File: src/rtl/player_shot_ctrl.sv
// player_shot_ctrl
//   Sequences the player's single missile: launches on a fresh fire keypress,
//   climbs Y_STEP pixels per frame, resolves hits from the collision logic,
//   times the explosion sprite and enforces a reload cooldown.
//
// Ports
//   frame_clk         in   frame clock, one rising edge per frame
//   Reset             in   asynchronous, active-high reset
//   keycode    [7:0]  in   current keycode from the keyboard interface
//   player_X   [9:0]  in   current player X position
//   hit               in   missile overlaps a target this frame
//   missile_X  [9:0]  out  missile X (fixed during flight)
//   missile_Y  [9:0]  out  missile Y
//   missile_active    out  high while the missile is in flight
//   missile_exploding out  high while the explosion is shown
//   shot_fired        out  one-frame pulse on launch
//   hit_ack           out  one-frame pulse per accepted hit
module player_shot_ctrl #(
  parameter logic [7:0] FIRE_KEY        = 8'h2C,
  parameter logic [9:0] X_OFFSET        = 10'd12,
  parameter logic [9:0] Y_START         = 10'd440,
  parameter logic [9:0] Y_MIN           = 10'd16,
  parameter logic [9:0] Y_STEP          = 10'd4,
  parameter int         EXPLODE_FRAMES  = 8,
  parameter int         COOLDOWN_FRAMES = 15
) (
  input  logic       frame_clk,
  input  logic       Reset,
  input  logic [7:0] keycode,
  input  logic [9:0] player_X,
  input  logic       hit,
  output logic [9:0] missile_X,
  output logic [9:0] missile_Y,
  output logic       missile_active,
  output logic       missile_exploding,
  output logic       shot_fired,
  output logic       hit_ack
);

  typedef enum logic [1:0] {
    IDLE     = 2'd0,
    FLIGHT   = 2'd1,
    EXPLODE  = 2'd2,
    COOLDOWN = 2'd3
  } state_t;

  // Below this Y another step would pass Y_MIN, so the missile tops out instead.
  localparam logic [9:0] Y_TOP       = Y_MIN + Y_STEP;
  localparam logic [7:0] EXPLODE_LD  = 8'(EXPLODE_FRAMES - 1);
  localparam logic [7:0] COOLDOWN_LD = 8'(COOLDOWN_FRAMES - 1);

  state_t     state;
  logic [7:0] counter;
  logic [7:0] key_prev;
  logic       fire_req;

  // Rising edge of the fire key only: a held key fires once.
  assign fire_req = (keycode == FIRE_KEY) && (key_prev != FIRE_KEY);

  // NOTE: all state here is written with non-blocking assignments so every
  // register samples the pre-edge values, independent of statement order.
  always_ff @(posedge frame_clk or posedge Reset) begin
    if (Reset) begin
      state             <= IDLE;
      counter           <= '0;
      key_prev          <= '0;
      missile_X         <= '0;
      missile_Y         <= '0;
      missile_active    <= 1'b0;
      missile_exploding <= 1'b0;
      shot_fired        <= 1'b0;
      hit_ack           <= 1'b0;
    end else begin
      key_prev   <= keycode;
      shot_fired <= 1'b0;
      hit_ack    <= 1'b0;

      unique case (state)
        IDLE: begin
          if (fire_req) begin
            state          <= FLIGHT;
            missile_X      <= player_X + X_OFFSET;  // wraps modulo 1024
            missile_Y      <= Y_START;
            missile_active <= 1'b1;
            shot_fired     <= 1'b1;
          end
        end

        FLIGHT: begin
          // A hit takes priority over topping out, so a hit on the last
          // frame of flight is still scored.
          if (hit) begin
            state             <= EXPLODE;
            counter           <= EXPLODE_LD;
            missile_active    <= 1'b0;
            missile_exploding <= 1'b1;
            hit_ack           <= 1'b1;
          end else if (missile_Y < Y_TOP) begin
            state             <= EXPLODE;
            counter           <= EXPLODE_LD;
            missile_active    <= 1'b0;
            missile_exploding <= 1'b1;
          end else begin
            missile_Y <= missile_Y - Y_STEP;
          end
        end

        EXPLODE: begin
          if (counter == '0) begin
            state             <= COOLDOWN;
            counter           <= COOLDOWN_LD;
            missile_exploding <= 1'b0;
          end else begin
            counter <= counter - 8'd1;
          end
        end

        COOLDOWN: begin
          // Presses here are consumed through key_prev and never queued.
          if (counter == '0) begin
            state <= IDLE;
          end else begin
            counter <= counter - 8'd1;
          end
        end

        default: begin
          state <= IDLE;
        end
      endcase
    end
  end

endmodule

File: config.mk
export PLATFORM = sky130hd
export DESIGN_NAME = player_shot_ctrl
export DESIGN_NICKNAME = d
export VERILOG_FILES = /design/src/rtl/player_shot_ctrl.sv
export SDC_FILE = /design/constraint.sdc
export NUM_CORES = 1
export LEC_CHECK = 0
export ABC_AREA = 1
export CAP_MARGIN = 10
export CORE_MARGIN = 3
export CORE_UTILIZATION = 25
export DETAILED_ROUTE_END_ITERATION = 10
export MAX_ROUTING_LAYER = met4
export SYNTH_ARGS = -nofsm -noshare
export SYNTH_HDL_FRONTEND = slang
export SYNTH_SLANG_ARGS = --single-unit
export TNS_END_PERCENT = 5
File: constraint.sdc
create_clock -name frame_clk -period 2.1 [get_ports frame_clk]
set_input_delay 0.42 -clock frame_clk [delete_from_list [all_inputs] [get_ports frame_clk]]
set_output_delay 0.42 -clock frame_clk [all_outputs]
set_load 0.005 [all_outputs]
==> impl_metrics.py, run 1 <==
metrics = {
    "cts": {
        "cts_resized": 0,
        "numCtsBuffers": 5,
        "hold_buffers": 0,
        "clock_sinks": 40,
        "post_cts_buffers": 0,
        "clk_latency_ns": 0.28,
        "clk_pin_slew_ns": 0.07,
        "htreeDepth": 2,
        "clockRootBuffer": "clkbuf_8",
        "tritoncts": "built",
        "cts_buffer_depth": 2,
    },
    "sta": {
        "finalCritPeriodShare": 0.851,
        "grt_setup_unrepaired": "false",
        "setup_viol": 0,
        "finalHoldViolCount": 0,
        "skew_ns": 0.00440,
        "fmax_ghz": 0.559,
        "drv_slew": 0,
        "fin_setup_tns_ns": 0,
        "worst_slack_ns": 0.313,
        "max_slew_margin": 0.663,
        "period_needed_ns": 1.79,
        "worst_pin_slew_ns": 0.506,
    },
    "detailed_routing": {
        "drc": 0,
        "vias": 1960,
        "via_per_inst": 4.31,
        "ant_nets": 0,
        "dr.pass1.iters": 4,
        "wire_per_inst_um": 10.5,
        "wl_um": 4770,
        "first_iter_violations": 92,
    },
    "worst_setup_path": {
        "critPathKind": "primary input to flop",
        "worst_setup_path_end_kind": "flop",
        "worstSetupStartpointType": "primary input",
        "crit_required_ns": 2.26,
        "cp_max_fo": 15,
        "r2r_cells": 12,
        "cp.arrival_ns": 1.95,
    },
    "finish": {
        "drive_above_1_share": 0.0778,
        "nets": 375,
        "nFillCells": 912,
        "area_growth_pct": 29.3,
        "n_antenna_cell": 0,
    },
    "floorplanning": {
        "core_area_mm2": 0.00872,
        "fp.dieW_um": 101,
        "die_y_um": 101,
        "num_rows": 34,
        "die-area_mm2": 0.0102,
        "initial_utilization": 0.259,
        "ios": 45,
    },
    "worst_hold_path": {
        "hold_class": "flop to flop",
        "min_path_cells": 2,
    },
    "pwr": {
        "p_leak_nw": 1.46,
        "ir_drop_uv": 500,
        "powerDensity_mw_per_mm2": 1130,
        "totalPowerFinal_mw": 3.28,
    },
    "place": {
        "port_buffers": 42,
        "dpl_worst_slack_ns": -0.00677,
        "gp_congestion": 0.878,
        "dp_hpwl_um": 3670,
    },
    "global_route": {
        "grt_pass1_vias": 1893,
        "antenna_found_initial": 0,
        "grt_max_degree": 41,
        "grt-ovfl-total": 0,
        "grt_pass1_wl_um": 8310,
        "grt.total_usage": 0.102,
    },
    "synth": {
        "yosys_warnings": 0,
        "synth.distinct_cells": 27,
        "synth_seq_area_share": 0.444,
        "ys_ff_latch": 40,
        "syn_area_mm2": 0.00225,
        "synth_cells": 295,
        "synth.avg_cell_area_um2": 7.64,
    },
    "outcome": {
        "outcome": "finished, final reports clean",
    },
    "job": {
        "cap_violations": 0,
    },
}
[area by class of cell]
type / instances / area [um2] / share of cell area
clock buffers: 8 / 90.1 / 0.0309
inverters: 37 / 139 / 0.0476
well taps: 108 / 135 / 0.0464
flip-flops and latches: 40 / 1000 / 0.343
multi-input cells: 211 / 1060 / 0.364
repair buffers: 51 / 488 / 0.167
[stage by stage]
step | utilization | instances | cell area (um2) | hold slack (ns)
global route | 0.334 | 455 | 2920 | 0.519
CTS | 0.334 | 455 | 2920 | 0.496
finish | 0.334 | 455 | 2920 | 0.483
floorplan | - | 296 | 2260 | 0.451
detailed placement | 0.324 | 447 | 2830 | 0.478
global placement | 0.324 | 447 | 2830 | 0.480
[state kept, by name, indices dropped and copies added (netlist names)]
register / flops
missile_X: 10
counter: 8
key_prev: 8
missile_Y: 8
state: 2
hit_ack: 1
missile_active: 1
missile_exploding: 1
shot_fired: 1
[synthesized netlist by cell type]
| library cell | number | area, um2 |
|---|---|---|
| o211ai_1 | 1 | 7.51 |
| nor3_1 | 4 | 20.0 |
| o21ai_4 | 1 | 16.3 |
| nand2_4 | 1 | 11.3 |
| conb_1 | 1 | 3.75 |
| buf_6 | 2 | 22.5 |
| nor2_4 | 2 | 22.5 |
| o21ai_0 | 20 | 100 |
| dfrtp_1 | 40 | 1000 |
| nand3_4 | 1 | 17.5 |
| o31ai_1 | 1 | 7.51 |
| nand2_1 | 100 | 375 |
| nand4_1 | 8 | 50.1 |
| inv_1 | 37 | 139 |
| o21ai_2 | 2 | 17.5 |
| nor2_1 | 22 | 82.6 |
| o21ai_1 | 3 | 15.0 |
| nand2_2 | 3 | 18.8 |
| nand3b_1 | 2 | 15.0 |
| ha_1 | 8 | 100 |
| clkbuf_1 | 3 | 11.3 |
| nor2_2 | 2 | 12.5 |
| nand3_1 | 21 | 105 |
| buf_4 | 3 | 22.5 |
| xnor2_1 | 2 | 17.5 |
| xor2_1 | 4 | 35.0 |
| o21a_1 | 1 | 7.51 |
[path summary, 6_finish.rpt]
check / slack, ns / end / start
worst max-delay path: 0.31 / missile_Y[5] / keycode[1]
worst min-delay path: 0.48 / missile_active / missile_active
worst max register to register: 0.34 / counter[2] / missile_Y[2]
worst min register to register: 0.48 / missile_active / missile_active
max in group asynchronous: 1.18 / key_prev[5] / Reset
min in group asynchronous: 0.57 / missile_X[0] / Reset
[worst max-delay path, stage by stage]
cell	delay (ns)
clkdlybuf4s50_1	0.42
nor2_1	0.13
nand3_1	0.08
nor2_1	0.10
nand2_1	0.20
nand2_1	0.27
nand2_4	0.16
nand2_1	0.08
o21ai_0	0.08
[cells in the final DEF, fill, tap and decap left out, types with 2 or more instances in the layout]
master / count
buf_4: 9
clkbuf_1: 2
clkbuf_8: 6
clkdlybuf4s50_1: 42
conb_1: 2
dfrtp_1: 40
ha_1: 8
inv_1: 37
nand2_1: 100
nand2_2: 3
nand3_1: 21
nand3b_1: 2
nand4_1: 8
nor2_1: 22
nor2_2: 2
nor2_4: 2
nor3_1: 4
o21ai_0: 20
o21ai_1: 3
o21ai_2: 2
xnor2_1: 2
xor2_1: 4
[metal layers]
metal / wire length [um] / global-route usage
met1: 2270 / 0.125
met3: 307 / 0.0291
met4: 68 / 0.0317
met2: 2120 / 0.163
met5: 0 / -
[report_power, final]
| part | internal [mW] | total [mW] | switching, mW |
|---|---|---|---|
| registers | 0.956 | 1.13 | 0.170 |
| clock network | 0.268 | 0.513 | 0.245 |
| logic | 0.682 | 1.64 | 0.961 |
[kinds of logic (layout without fill, tap and decap cells)]
group,count (synthesis),count (layout),synth area share
DFF,40,40,0.444
other,1,2,0.00166
AOI/OAI and AO/OA,29,29,0.0760
buffers and inverters,45,96,0.0866
adders and majority gates,8,8,0.0444
and+or+nand+nor,166,166,0.324
xor gates and xnor gates,6,6,0.0233
(Power assumes the default switching activity.)
==> run 2: changes to the inputs <==
==> constraint.sdc (replaced) <==
create_clock -name frame_clk -period 1.9 [get_ports frame_clk]
set_input_delay 0.38 -clock frame_clk [delete_from_list [all_inputs] [get_ports frame_clk]]
set_output_delay 0.38 -clock frame_clk [all_outputs]
set_load 0.005 [all_outputs]
==> run 2 against run 1 <==
Clock-buffer cell count down 2. Combinational power grew 12%. Worst hold slack worse by 0.033 ns. Sequential power is 11% higher. Via count about the same. Clock skew increased by 0.0047 ns. Final area up 2.1%. Cell count up 0.88%. Global-route usage rose by 0.23 points. Critical path type is now flop to flop. Sequential cell count did not move. Register-to-register slack worse by 0.17 ns. First-iteration DRC count increased by 35%.
==> impl_metrics.py, run 2 (same netlist as run 1, synthesis figures left out) <==
metrics = {
    "outcome": {
        "outcome": "finished, final reports clean",
    },
    "floorplanning": {
        "die-area_mm2": 0.0102,
        "initial_utilization": 0.259,
        "die_y_um": 101,
        "num_rows": 34,
        "fp.dieW_um": 101,
        "ios": 45,
        "core_area_mm2": 0.00872,
    },
    "cts": {
        "cts_buffer_depth": 2,
        "post_cts_buffers": 0,
        "clk_latency_ns": 0.29,
        "htreeDepth": 2,
        "tritoncts": "built",
        "cts_resized": 0,
        "clk_pin_slew_ns": 0.08,
        "hold_buffers": 0,
        "clock_sinks": 40,
        "numCtsBuffers": 5,
        "clockRootBuffer": "clkbuf_8",
    },
    "finish": {
        "fin_util": 0.341,
        "nets": 379,
        "stdcell_area_mm2": 0.00298,
        "n_antenna_cell": 0,
        "largest_register_ffs": 10,
        "area_growth_pct": 32.0,
        "final_common_cell": "nand2_1",
        "multi_input_area_mm2": 0.00106,
        "layout_common_cells": "nand2_1, clkdlybuf4s50_1, dfrtp_1",
        "nFillCells": 916,
        "top_register": "missile_X",
        "drive_above_1_share": 0.0912,
        "seq_area_mm2": 0.00100,
    },
    "detailed_routing": {
        "via_per_inst": 4.27,
        "dr.pass1.iters": 4,
        "drc": 0,
        "ant_nets": 0,
        "first_iter_violations": 124,
        "wire_per_inst_um": 10.5,
        "vias": 1959,
        "wl_um": 4820,
    },
    "place": {
        "place_area_mm2": 0.00287,
        "port_buffers": 42,
        "dpl_worst_slack_ns": -0.0845,
        "dp_hpwl_um": 3750,
        "gp_congestion": 0.880,
    },
    "pwr": {
        "powerDensity_mw_per_mm2": 1270,
        "p_leak_nw": 1.49,
        "ir_drop_uv": 650,
    },
    "worst_setup_path": {
        "crit_required_ns": 2.08,
        "max_stage_delay_ns": 0.40,
        "cp_num_buf_inv": 3,
        "crit_family": "simple AND/OR/NAND/NOR gates",
        "critPathKind": "flop to flop",
        "crit_top_cell": "nand2_1",
        "cp_max_fo": 5,
        "worst_setup_path_end_kind": "flop",
        "critPathSlowestCell": "dfrtp_1",
        "cp_cell_sequence": "inv_1, ha_1, inv_1, nand2_1, nand2_1, o21ai_4, nand2_2, nor2_2, buf_4, nand2_2, nand2_1, nand2_1",
        "cp.arrival_ns": 1.91,
        "worstSetupStartpointType": "flop",
    },
    "global_route": {
        "grt_pass1_vias": 1869,
        "antenna_found_initial": 0,
        "grt_max_degree": 41,
        "grt-ovfl-total": 0,
        "grt.total_usage": 0.104,
        "grt_pass1_wl_um": 8300,
    },
    "job": {
        "cap_violations": 0,
    },
    "sta": {
        "setup_viol": 0,
        "period_needed_ns": 1.73,
        "fmax_ghz": 0.578,
        "finalHoldViolCount": 0,
        "drv_slew": 0,
        "finalCritPeriodShare": 0.910,
        "grt_setup_unrepaired": "false",
        "skew_ns": 0.00906,
        "worst_slack_ns": 0.171,
    },
    "worst_hold_path": {
        "hold_class": "primary input to async pin",
    },
}
## run 2: cell count changes in the layout (fill, tap and decap cells not counted)
cell,change
clkbuf_8,-1
buf_12,+1
clkbuf_1,-1
bufinv_16,+1
clkinv_2,+1
buf_4,+3
## run 2: layout make-up
class	count	share of cell area
multi-input cells	211	0.357
flip-flops and latches	40	0.336
well taps	108	0.0454
inverters	37	0.0467
clock inverters	2	0.0118
clock buffers	6	0.0244
repair buffers	55	0.178
## run 2: layer usage
layer,routed length [um],vias to the layer above,part of all wire,GRT usage
li1,-,1033,-,-
met1,2430,880,0.50,0.136
met2,2120,44,0.44,0.155
met3,250,2,0.052,0.0311
met4,22,0,0.0046,0.0327
met5,0,-,0,-
## run 2: report_power, final
group          switching, mW  leakage, nW  internal [mW]
Clock                  0.291       0.0552          0.390
Combinational           1.06        0.931          0.776
Sequential             0.192        0.508           1.06
## run 2: through the flow
step | cells | power, mW | hold slack (ns) | TNS, ns
3_5_place_dp | 451 | 3.12 | 0.473 | -1.11
6_report | 459 | 3.77 | 0.450 | 0
2_1_floorplan | 296 | 2.49 | 0.411 | 0
5_1_grt | 459 | 4.12 | 0.455 | 0
4_1_cts | 459 | 3.83 | 0.454 | 0
3_3_place_gp | 451 | 3.08 | 0.477 | -0.512
## run 2: final timing paths
path	cells past startpoint	start	to	slack, ns
max	12	missile_Y[2]	counter[2]	0.17
min	3	Reset	counter[4]	0.45
max reg2reg	12	missile_Y[2]	counter[2]	0.17
min reg2reg	2	missile_exploding	missile_exploding	0.49
max in group asynchronous	3	Reset	missile_Y[7]	1.26
min in group frame_clk	2	missile_exploding	missile_exploding	0.49
## run 2: worst min-delay path, stage by stage
cell	delay (ns)
clkdlybuf4s50_1	0.40
inv_1	0.09
buf_12	0.24
